`src/rtl/coin_acceptor_if.sv`:
```
// Coin acceptor bus: raw button inputs and the conditioned coin pulses/status.
// The master side drives the buttons; the slave side produces the pulses.
interface coin_acceptor_if;
  logic       btn_five;
  logic       btn_ten;
  logic       five;
  logic       ten;
  logic       busy;
  logic [7:0] coin_tally;

  modport master (
    output btn_five, btn_ten,
    input  five, ten, busy, coin_tally
  );

  modport slave (
    input  btn_five, btn_ten,
    output five, ten, busy, coin_tally
  );
endinterface

```
`src/rtl/coin_acceptor.sv`:
```
// Synchronizes, debounces and arbitrates two coin buttons into single-cycle coin pulses
// with a post-pulse lockout. Define COIN_TALLY_EN to build the saturating coin_tally register.
module coin_acceptor #(
  parameter int unsigned DEBOUNCE_CYCLES = 4,
  parameter int unsigned LOCKOUT_CYCLES  = 8
) (
  input logic            clk,
  input logic            rst,
  coin_acceptor_if.slave bus
);

  localparam int unsigned DW = $clog2(DEBOUNCE_CYCLES + 1);
  localparam int unsigned LW = $clog2(LOCKOUT_CYCLES + 1);

  typedef enum logic [1:0] {StIdle, StPulse, StLock} state_e;

  // Channel 0 is the five button, channel 1 the ten button.
  logic [1:0]    sync1_q, sync2_q, deb_q, deb_prev_q;
  logic [DW-1:0] cnt_q [2];
  logic [1:0]    btn_raw;
  logic [1:0]    req;

  assign btn_raw = {bus.btn_ten, bus.btn_five};
  assign req     = deb_q & ~deb_prev_q;

  always_ff @(posedge clk or posedge rst) begin
    if (rst) begin
      sync1_q    <= '0;
      sync2_q    <= '0;
      deb_q      <= '0;
      deb_prev_q <= '0;
      for (int i = 0; i < 2; i++) cnt_q[i] <= '0;
    end else begin
      sync1_q    <= btn_raw;
      sync2_q    <= sync1_q;
      deb_prev_q <= deb_q;
      for (int i = 0; i < 2; i++) begin
        if (sync2_q[i] == deb_q[i]) begin
          cnt_q[i] <= '0;
        end else if (cnt_q[i] == DW'(DEBOUNCE_CYCLES - 1)) begin
          // This edge is the one where the count reaches DEBOUNCE_CYCLES.
          deb_q[i] <= sync2_q[i];
          cnt_q[i] <= '0;
        end else begin
          cnt_q[i] <= cnt_q[i] + DW'(1);
        end
      end
    end
  end

  state_e        state_q;
  logic [LW-1:0] lock_q;
  logic          five_q, ten_q, busy_q;

  always_ff @(posedge clk or posedge rst) begin
    if (rst) begin
      state_q <= StIdle;
      lock_q  <= '0;
      five_q  <= 1'b0;
      ten_q   <= 1'b0;
      busy_q  <= 1'b0;
    end else begin
      unique case (state_q)
        StIdle: begin
          if (req[1]) begin
            state_q <= StPulse;
            ten_q   <= 1'b1;
            busy_q  <= 1'b1;
          end else if (req[0]) begin
            state_q <= StPulse;
            five_q  <= 1'b1;
            busy_q  <= 1'b1;
          end
        end
        StPulse: begin
          state_q <= StLock;
          lock_q  <= LW'(LOCKOUT_CYCLES);
          five_q  <= 1'b0;
          ten_q   <= 1'b0;
        end
        StLock: begin
          if (lock_q == LW'(1)) begin
            state_q <= StIdle;
            busy_q  <= 1'b0;
          end else begin
            lock_q <= lock_q - LW'(1);
          end
        end
        default: begin
          state_q <= StIdle;
          busy_q  <= 1'b0;
        end
      endcase
    end
  end

  assign bus.five = five_q;
  assign bus.ten  = ten_q;
  assign bus.busy = busy_q;

`ifdef COIN_TALLY_EN
  logic [7:0] tally_q;
  logic [8:0] tally_sum;

  // five and ten are exclusive, so {ten, five} is the increment (0, 1 or 2).
  assign tally_sum = {1'b0, tally_q} + {7'd0, ten_q, five_q};

  always_ff @(posedge clk or posedge rst) begin
    if (rst) tally_q <= '0;
    else     tally_q <= tally_sum[8] ? 8'hFF : tally_sum[7:0];
  end

  assign bus.coin_tally = tally_q;
`else
  assign bus.coin_tally = 8'd0;
`endif

endmodule

```
`src/flat_wrapper.sv`:
```
// flat-port wrapper written by rule: the top's interface ports become plain ports
module coin_acceptor_flat 
#(
  parameter int unsigned DEBOUNCE_CYCLES = 4,
  parameter int unsigned LOCKOUT_CYCLES  = 8
)
  (clk, rst, bus_btn_five, bus_btn_ten, bus_five, bus_ten, bus_busy, bus_coin_tally);
  coin_acceptor_if bus_i ();
  input logic clk;
  input logic rst;
  input wire logic [$bits(bus_i.btn_five)-1:0] bus_btn_five;
  input wire logic [$bits(bus_i.btn_ten)-1:0] bus_btn_ten;
  output wire logic [$bits(bus_i.five)-1:0] bus_five;
  output wire logic [$bits(bus_i.ten)-1:0] bus_ten;
  output wire logic [$bits(bus_i.busy)-1:0] bus_busy;
  output wire logic [$bits(bus_i.coin_tally)-1:0] bus_coin_tally;
  assign bus_i.btn_five = bus_btn_five;
  assign bus_i.btn_ten = bus_btn_ten;
  assign bus_five = bus_i.five;
  assign bus_ten = bus_i.ten;
  assign bus_busy = bus_i.busy;
  assign bus_coin_tally = bus_i.coin_tally;
  coin_acceptor #(.DEBOUNCE_CYCLES(DEBOUNCE_CYCLES), .LOCKOUT_CYCLES(LOCKOUT_CYCLES)) u_core (.clk(clk), .rst(rst), .bus(bus_i));
endmodule
```
`config.mk`:
```
export PLATFORM = sky130hd
export DESIGN_NAME = coin_acceptor_flat
export DESIGN_NICKNAME = d
export VERILOG_FILES = /design/src/rtl/coin_acceptor_if.sv /design/src/rtl/coin_acceptor.sv /design/src/flat_wrapper.sv
export SDC_FILE = /design/constraint.sdc
export NUM_CORES = 1
export LEC_CHECK = 0
export BUFFER_PORTS_ARGS = -buffer_cell sky130_fd_sc_hd__clkbuf_2
export CAP_MARGIN = 30
export CORE_ASPECT_RATIO = 1.1
export CORE_MARGIN = 2
export CORE_UTILIZATION = 49
export DETAILED_ROUTE_END_ITERATION = 12
export PLACE_DENSITY_LB_ADDON = 0.05
export SETUP_SLACK_MARGIN = 0.05
export SLEW_MARGIN = 20
export SYNTH_ARGS = -nofsm -noshare
export SYNTH_HDL_FRONTEND = slang
export SYNTH_SLANG_ARGS = --single-unit
```
`constraint.sdc`:
```
create_clock -name clk -period 1.48 [get_ports clk]
set_input_delay 0.222 -clock clk [delete_from_list [all_inputs] [get_ports clk]]
set_output_delay 0.222 -clock clk [all_outputs]
set_load 0.01 [all_outputs]
```
Yosys cells after proc, flatten, opt, wreduce, memory -nomap -nowiden

Cells that the tools add are included.
W data, S select, Z words.

$add $sub $neg: 3
$mul: 0
Divide/modulo/power cells: 0
$lt $le $gt $ge: 0
Equal/unequal tests: 13
Shift-type cells: 0
Multiplexer cells: 18
Bitwise logic cells: 5
Reduce and logical (&&, ||, !) cells: 10

Operators with widths:

| kind                  | count |
|---|---|
| $mux W3               | 4 |
| $reduce_and A2 Y1     | 5 |
| $pmux W4 S2           | 1 |
| $add A3 B1 Y3 const B | 2 |
| $eq A3 B2 Y1 const B  | 2 |
| $mux W2               | 3 |
| $ne A2 B1 Y1 const B  | 3 |
| $pmux W2 S3           | 1 |
| $reduce_and A3 Y1     | 2 |
| $mux W1               | 5 |
| $eq A4 B1 Y1 const B  | 1 |
| $mux W4               | 1 |
| $ne A2 B2 Y1 const B  | 2 |
| $pmux W1 S2           | 2 |
| $reduce_bool A2 Y1    | 2 |
| $sub A4 B1 Y4 const B | 1 |
| $ne A3 B1 Y1 const B  | 1 |
| $not A1 Y1            | 3 |
| $pmux W1 S3           | 1 |
| $and A2 B2 Y2         | 1 |
| $eq A1 B1 Y1          | 2 |
| $eq A2 B1 Y1 const B  | 1 |
| $eq A2 B2 Y1 const B  | 1 |
| $logic_not A2 Y1      | 1 |
| $not A2 Y2            | 1 |

Register bits after elaboration: 23
Latch bits: 0
RAM bits: 0
Memory bits (read-only): 0
Bits of input ports: 4
Output and inout port bits: 11
Memories: 0

Depth between registers and ports, before layout

Gate-level depths: netlist (run 1).

Word-level depth: 5
Mapped depth: 5
Mapped depth without buffers: 5

Worst setup path before layout (run 1)

Ideal clock, no wire load.

Kind: flip-flop to flip-flop
Start: reg u_core.lock_q[0]
End: reg u_core.lock_q[2]
Arrival time: 1.320 ns
Data required time: 1.412 ns
Slack: 0.091 ns
Cell stages (with the launch flop): 5
Path buffers: 0
Clock period less this slack: 1.389 ns
Path through: dfrtp_1 > ha_1 > nor3b_2 > or4b_1 > nand3_1

Word-level cells in the longest chain between the ends: 3
Elaborated cells on any way between the ends: 6
Classes of those cells: add/sub (1); eq/ne (2); mux (2); reduce/logical (1)

Ends and longest elaborated chain:

| what                                                    | line                                     | RTL |
|---|---|---|
| start: declaration                                      | coin_acceptor.sv:52                      | `logic [LW-1:0] lock_q;` |
| start signal: assignment                                | coin_acceptor.sv:77                      | `lock_q <= LW'(LOCKOUT_CYCLES);` |
| start signal: assignment                                | coin_acceptor.sv:86                      | `lock_q <= lock_q - LW'(1);` |
| $sub A4 B1 Y4 / $eq A4 B1 Y1 (equally long branches)    | coin_acceptor.sv:86, coin_acceptor.sv:82 |  |
| $mux W4 / $ne A2 B2 Y1 (equally long branches)          | -                                        |  |
| $pmux W4 S2 / $reduce_and A2 Y1 (equally long branches) | -                                        |  |

Several ways; a longest one is shown, not always the timed one. The select of a mux whose other input is x is not followed.
A chain may end at the register's enable or synchronous reset.

Worst setup path after layout (run 1)

Start: reg u_core.lock_q[0]
End: reg u_core.lock_q[3]

The elaborated chain is that of the path after synthesis.

==> results of run 1 <==
## state kept, by name, indices dropped and copies added (netlist names)
register,cells
u_core.deb_q,2
u_core.sync1_q,2
u_core.bus.busy,1
u_core.bus.ten,1
u_core.sync2_q,2
u_core.deb_prev_q,2
u_core.lock_q,4
u_core.state_q,2
u_core.cnt_q,6
u_core.bus.five,1
## layout by cell type (no fill, tap or decap), types with 3 or more instances in the layout
cell type      count
dfrtp_1           23
conb_1             8
clkbuf_2           6
buf_4              6
nand3_1            4
a21o_1             3
inv_1              3
nor2b_1            3
nor3b_1            3
ha_1               3
clkbuf_4           3
dlygate4sd3_1      3
## worst max-delay path by stage
stage	startpoint	endpoint	slack (ns)	depth (start not counted)
CTS	u_core.lock_q[1]	u_core.lock_q[2]	0.07	5
detailed placement	u_core.lock_q[1]	u_core.lock_q[3]	0.02	5
finish	u_core.lock_q[0]	u_core.lock_q[3]	0.05	4
global placement	u_core.lock_q[1]	u_core.lock_q[3]	0.04	5
floorplan	u_core.lock_q[0]	u_core.lock_q[2]	0.09	4
global route	u_core.lock_q[0]	u_core.lock_q[3]	-0.02	4
## power by group
| part | internal (mW) | switching [mW] | leakage, nW | total, mW |
|---|---|---|---|---|
| Combinational | 0.456 | 0.427 | 0.250 | 0.884 |
| Clock | 0.101 | 0.190 | 0.0177 | 0.291 |
| Sequential | 0.843 | 0.187 | 0.281 | 1.03 |
| Total | 1.40 | 0.804 | 0.549 | 2.20 |
## per-layer routing
metal,vias to the layer above,part of all wire (%)
met3,4,2.8
met2,13,50
met5,-,0
met4,0,1.8
met1,300,45
li1,304,-
## logic make-up (layout without fill, tap and decap cells)
kind of cell	count (synthesis)	in the layout	synth area share, %
other	1	8	0.369
XOR/XNOR	2	2	1.72
buffers and inverters	15	24	9.36
AO/OA/AOI/OAI	13	13	9.36
multiplexers	2	2	2.22
flip-flops	23	23	56.7
AND/OR/NAND/NOR	23	23	14.4
adder cells (fa/ha/maj)	5	5	5.91
## final cells by class
cell class                 count  area share, %
clock buffer                   3           1.92
timing repair buffer          15           8.96
inverter                       5           1.60
tap                           28           2.99
multi-input combinational     53           35.0
clock inverter                 1          0.427
sequential                    23           49.1
## per-stage QoR
| step | setup WS (ns) | hold slack, ns |
|---|---|---|
| floorplan | 0.0913 | 0.224 |
| global placement | 0.0377 | 0.146 |
| detailed placement | 0.0209 | 0.150 |
| CTS | 0.0693 | 0.000983 |
| global route | -0.0159 | 0.377 |
| finish | 0.0518 | 0.342 |
## timing repair
action / in CTS / in global routing
endpoints found under the hold margin: 8 / 1
gates resized for setup: 1 / 7
pin swaps: 0 / 6
hold buffers: 2 / 1
cloned: 0 / 0
endpoints found under the setup margin: 3 / 5
buffers inserted: 2 / 2
## critical path: stages (launching register included)
cell     delay (ns)
dfrtp_1        0.45
buf_4          0.17
or3_4          0.38
nor4_4         0.26
a211o_1        0.12
==> results.toml, run 1 <==
[timing]
fin_crit_sh_pct = 96.5
maxSlewViolCount = 0
setup_viol = 0
tns_ns = 0
hold_viol = 0
max_freq_mhz = 700
fin_skew_ns = 0.00190
rsz0062_at_grt = "yes"
period_minus_slack_ns = 1.43

[layout]
multiInputGateArea_um2 = 410
syn2layout_area_growth_pct = 15.4
design_area_um2 = 1170
drive_gt1_share_pct = 26.0
seqCellArea_um2 = 576
fillers = 176
final_cells = 128
final_util_pct = 59.3
antenna_cells = 0
fin_nets = 109

[placed_design]
placed_area_um2 = 1050
io_buffers = 6
dp_hpwl_mm = 1.09
place_inst = 118
gp_congestion = 0.882

[die]
start_util_pct = 51.4
ioPinCount = 15
std_cell_rows = 17
die-area_um2 = 2450
die_w_um = 47.4
core_um2 = 1980
die_h_um = 51.8

[power]
powerDensity_nw_per_um2 = 1880
power_mw = 2.20
p_leak_nw = 0.549
max-vdd-ir-drop_uv = 1190

[logic_synthesis]
ys_seq_area_share_pct = 56.7
synth_area_leaders = "dfrtp_1 (57%), buf_4 (5.9%), ha_1 (4.9%)"
postSynthAreaPerCell_um2 = 12.1
synth_seq_cells = 23
synth_commonest_cells = "dfrtp_1 (23), buf_4 (8), ha_1 (4), inv_1 (4), nand3_1 (4)"
synth.cell_area_um2 = 1020
synth_top_area_share_pct = 56.7
ys_async_sr_fraction_pct = 100
syn_inst = 84
yosysTopAreaCell = "dfrtp_1"
synthDistinctLibCells = 33
synth_edf_count = 0
yosysWarnings = 0
ys.flop_type = "dfrtp_1"
synth.most_common_cell = "dfrtp_1"

[routing]
drtAntennaViolNets = 0
drt-initial-drc-count = 3
wl_per_cell_um = 13.1
vias = 621
drcViolationCount = 0
firstDrtPassIters = 4
routed_wl_mm = 1.68
viasPerCell = 4.85

[grt]
grtUsageTotal_pct = 17.1
grt_busiest_layer = "met2"
grt_use_met3_pct = 2.08
antenna_found_initial = 0
grt_pass1_vias = 633
grt_max_degree = 17
grt_util_met1_pct = 22.7
grtUsageMet2_pct = 26.4
grt_pass1_wl_mm = 2.86
overflow = 0

[critical_path]
rr_worst_depth = 4
r2r-start = "u_core.lock_q[0]"
setup.worst_path.start_class = "register"
crit_path_max_fanout = 5
rr_endpoint = "u_core.lock_q[3]"
arrival_ns = 1.69
cp.required_ns = 1.74
criticalPathCategory = "reg2reg"
regToRegSetupSlack_ns = 0.05
end_kind = "register"

[status]
status = "finished, final reports clean"

[clock_tree]
cts_buffer_depth = 2
cts.clk_slew.worst_paths_ns = 0.13
clkLatencyLatePin_ns = 0.31
cts_buffers = 3
htreeDepth = 1
root_buffer = "clkbuf_4"
clock-sinks = 23
cts_tree = "yes"

[run]
max_cap_violations = 0

[hold_path]
hp-class = "in2async"
Power figures use the tool's default switching activity.
==> run 2: changes to the inputs <==
--- a/config.mk
+++ b/config.mk
@@ -11,7 +11,7 @@
 export CORE_MARGIN = 2
 export CORE_UTILIZATION = 49
 export DETAILED_ROUTE_END_ITERATION = 12
-export PLACE_DENSITY_LB_ADDON = 0.05
+export PLACE_DENSITY = 0.73
 export SETUP_SLACK_MARGIN = 0.05
 export SLEW_MARGIN = 20
 export SYNTH_ARGS = -nofsm -noshare
==> run 2 against run 1 <==
Against the previous run: clock power shrank 4%; setup slack gained 0.049 ns; power shrank 5.4%; global-route usage shrank 2.0 points; hold slack lost 0.31 ns; register-to-register slack gained 0.05 ns; routed wire length shrank 9.7%; non-clock buffer count shrank 3; die area is the same; combinational power shrank 12%; flip-flop and latch count is the same; cell area shrank 3.8%; highest routed layer unchanged.
==> results.toml, run 2 (synthesis results as in run 1) <==
[status]
status = "finished, final reports clean"

[clock_tree]
cts_buffers = 3
cts_tree = "yes"
htreeDepth = 1
cts.clk_slew.worst_paths_ns = 0.12
cts_buffer_depth = 2
clkLatencyLatePin_ns = 0.30
root_buffer = "clkbuf_4"
clock-sinks = 23

[grt]
overflow = 0
grt_pass1_vias = 615
antenna_found_initial = 0
grt_busiest_layer = "met2"
grt_pass1_wl_mm = 2.59
grtUsageTotal_pct = 15.1
grt_max_degree = 24
grt_use_met3_pct = 3.13
grtUsageMet2_pct = 24.1
grt_util_met1_pct = 19.7

[routing]
vias = 620
firstDrtPassIters = 4
drcViolationCount = 0
wl_per_cell_um = 12.1
routed_wl_mm = 1.52
drt-initial-drc-count = 6
drtAntennaViolNets = 0
viasPerCell = 4.96

[layout]
final_cells = 125
syn2layout_area_growth_pct = 11.0
fin_nets = 106
fillers = 158
seqCellArea_um2 = 576
drive_gt1_share_pct = 22.7
layout_common_cells = "dfrtp_1 (23), conb_1 (8), clkbuf_2 (6)"
largest-register = "u_core.cnt_q"
largest_register_ffs = 6
design_area_um2 = 1130
final_util_pct = 57.0
multiInputGateArea_um2 = 392
antenna_cells = 0
final_common_cell = "dfrtp_1"
top_regs = "u_core.cnt_q (6), u_core.lock_q (4)"

[timing]
max_freq_mhz = 725
setup_viol = 0
fin_skew_ns = 0.00827
rsz0062_at_grt = "yes"
fin_crit_sh_pct = 93.2
hold_viol = 0
setup_slack_ns = 0.101
period_minus_slack_ns = 1.38
maxSlewViolCount = 0

[die]
die_h_um = 51.8
core_um2 = 1980
die-area_um2 = 2450
die_w_um = 47.4
ioPinCount = 15
start_util_pct = 51.4
std_cell_rows = 17

[power]
max-vdd-ir-drop_uv = 1040
pwr-share-comb_pct = 37.1
power_mw = 2.09
p_clk_share_pct = 13.4
p_leak_nw = 0.531
powerDensity_nw_per_um2 = 1850
seqPwrFrac_pct = 49.5
internal-power_mw = 1.36
p_sw_share_pct = 35.0
p_switching_mw = 0.729

[critical_path]
rr_worst_depth = 4
crit_chain = "buf_4 -> or3_4 -> nor4_2 -> a211o_1"
regToRegSetupSlack_ns = 0.10
rr_endpoint = "u_core.lock_q[3]"
critPathMaxStageDelay_ns = 0.41
crit_path_max_fanout = 5
setup.worst_path.start_class = "register"
end_kind = "register"
cp.required_ns = 1.74
crit_path_top_delay_cell = "dfrtp_1"
arrival_ns = 1.63
startpoint = "u_core.lock_q[0]"
r2r-start = "u_core.lock_q[0]"
criticalPathCategory = "reg2reg"

[hold_path]
hold_end = "u_core.sync1_q[1]"
hp-class = "in2reg"
hold_start = "bus_btn_ten"
hold_depth = 1

[placed_design]
pre_cts_ws_ns = -0.0182
gp_congestion = 0.813
dp_hpwl_mm = 1.06
io_buffers = 6
placed_area_um2 = 1050
place_inst = 118

[run]
max_cap_violations = 0
run 2: timing repair:
action,CTS,global route
buffers inserted,1,0
pin swaps,0,3
resized for setup,2,3
hold buffers,1,1
endpoints found under the hold margin,23,1
endpoints found under the setup margin,3,3
run 2: critical path: cells and delay by family (launching register included):
family	cells	cell delay, ns
and+or+nand+nor	2	0.63
DFF	1	0.41
buffers and inverters	1	0.15
AOI/OAI and AO/OA	1	0.13
run 2: layer usage:
metal	vias to the layer above	wire, um
met5	-	0
met1	305	705
met2	14	744
met4	0	13
li1	299	-
met3	2	55
run 2: worst max-delay path by stage:
stage / end / slack, ns / cells past startpoint
6_report: u_core.lock_q[3] / 0.10 / 4
5_1_grt: u_core.lock_q[3] / 0.04 / 4
4_1_cts: u_core.lock_q[3] / 0.05 / 5
3_5_place_dp: u_core.lock_q[3] / -0.02 / 5
3_3_place_gp: u_core.lock_q[3] / 0.08 / 5
2_1_floorplan: u_core.lock_q[2] / 0.09 / 4
run 2: power groups by stage:
stage | Combinational [mW] | Sequential (mW) | Clock, mW
final | 0.774 | 1.03 | 0.280
after global routing | 0.879 | 1.07 | 0.316
after CTS | 0.756 | 1.03 | 0.293
after detailed placement | 0.709 | 1.04 | 0
after global placement | 0.689 | 1.03 | 0
after floorplan | 0.588 | 0.995 | 0
run 2: stage by stage:
step | setup TNS [ns] | hold WS, ns
2_1_floorplan | 0 | 0.224
3_3_place_gp | 0 | 0.246
3_5_place_dp | -0.0182 | 0.253
4_1_cts | 0 | 0.0115
5_1_grt | 0 | 0.000579
6_report | 0 | 0.0272
run 2: final cells by class:
cell class                      instances  share of cell area, %
Clock buffer                            4                   2.33
Inverter                                5                   1.66
Multi-Input combinational cell         53                   34.7
Sequential cell                        23                   51.1
Tap cell                               28                   3.11
Timing Repair Buffer                   12                   7.10
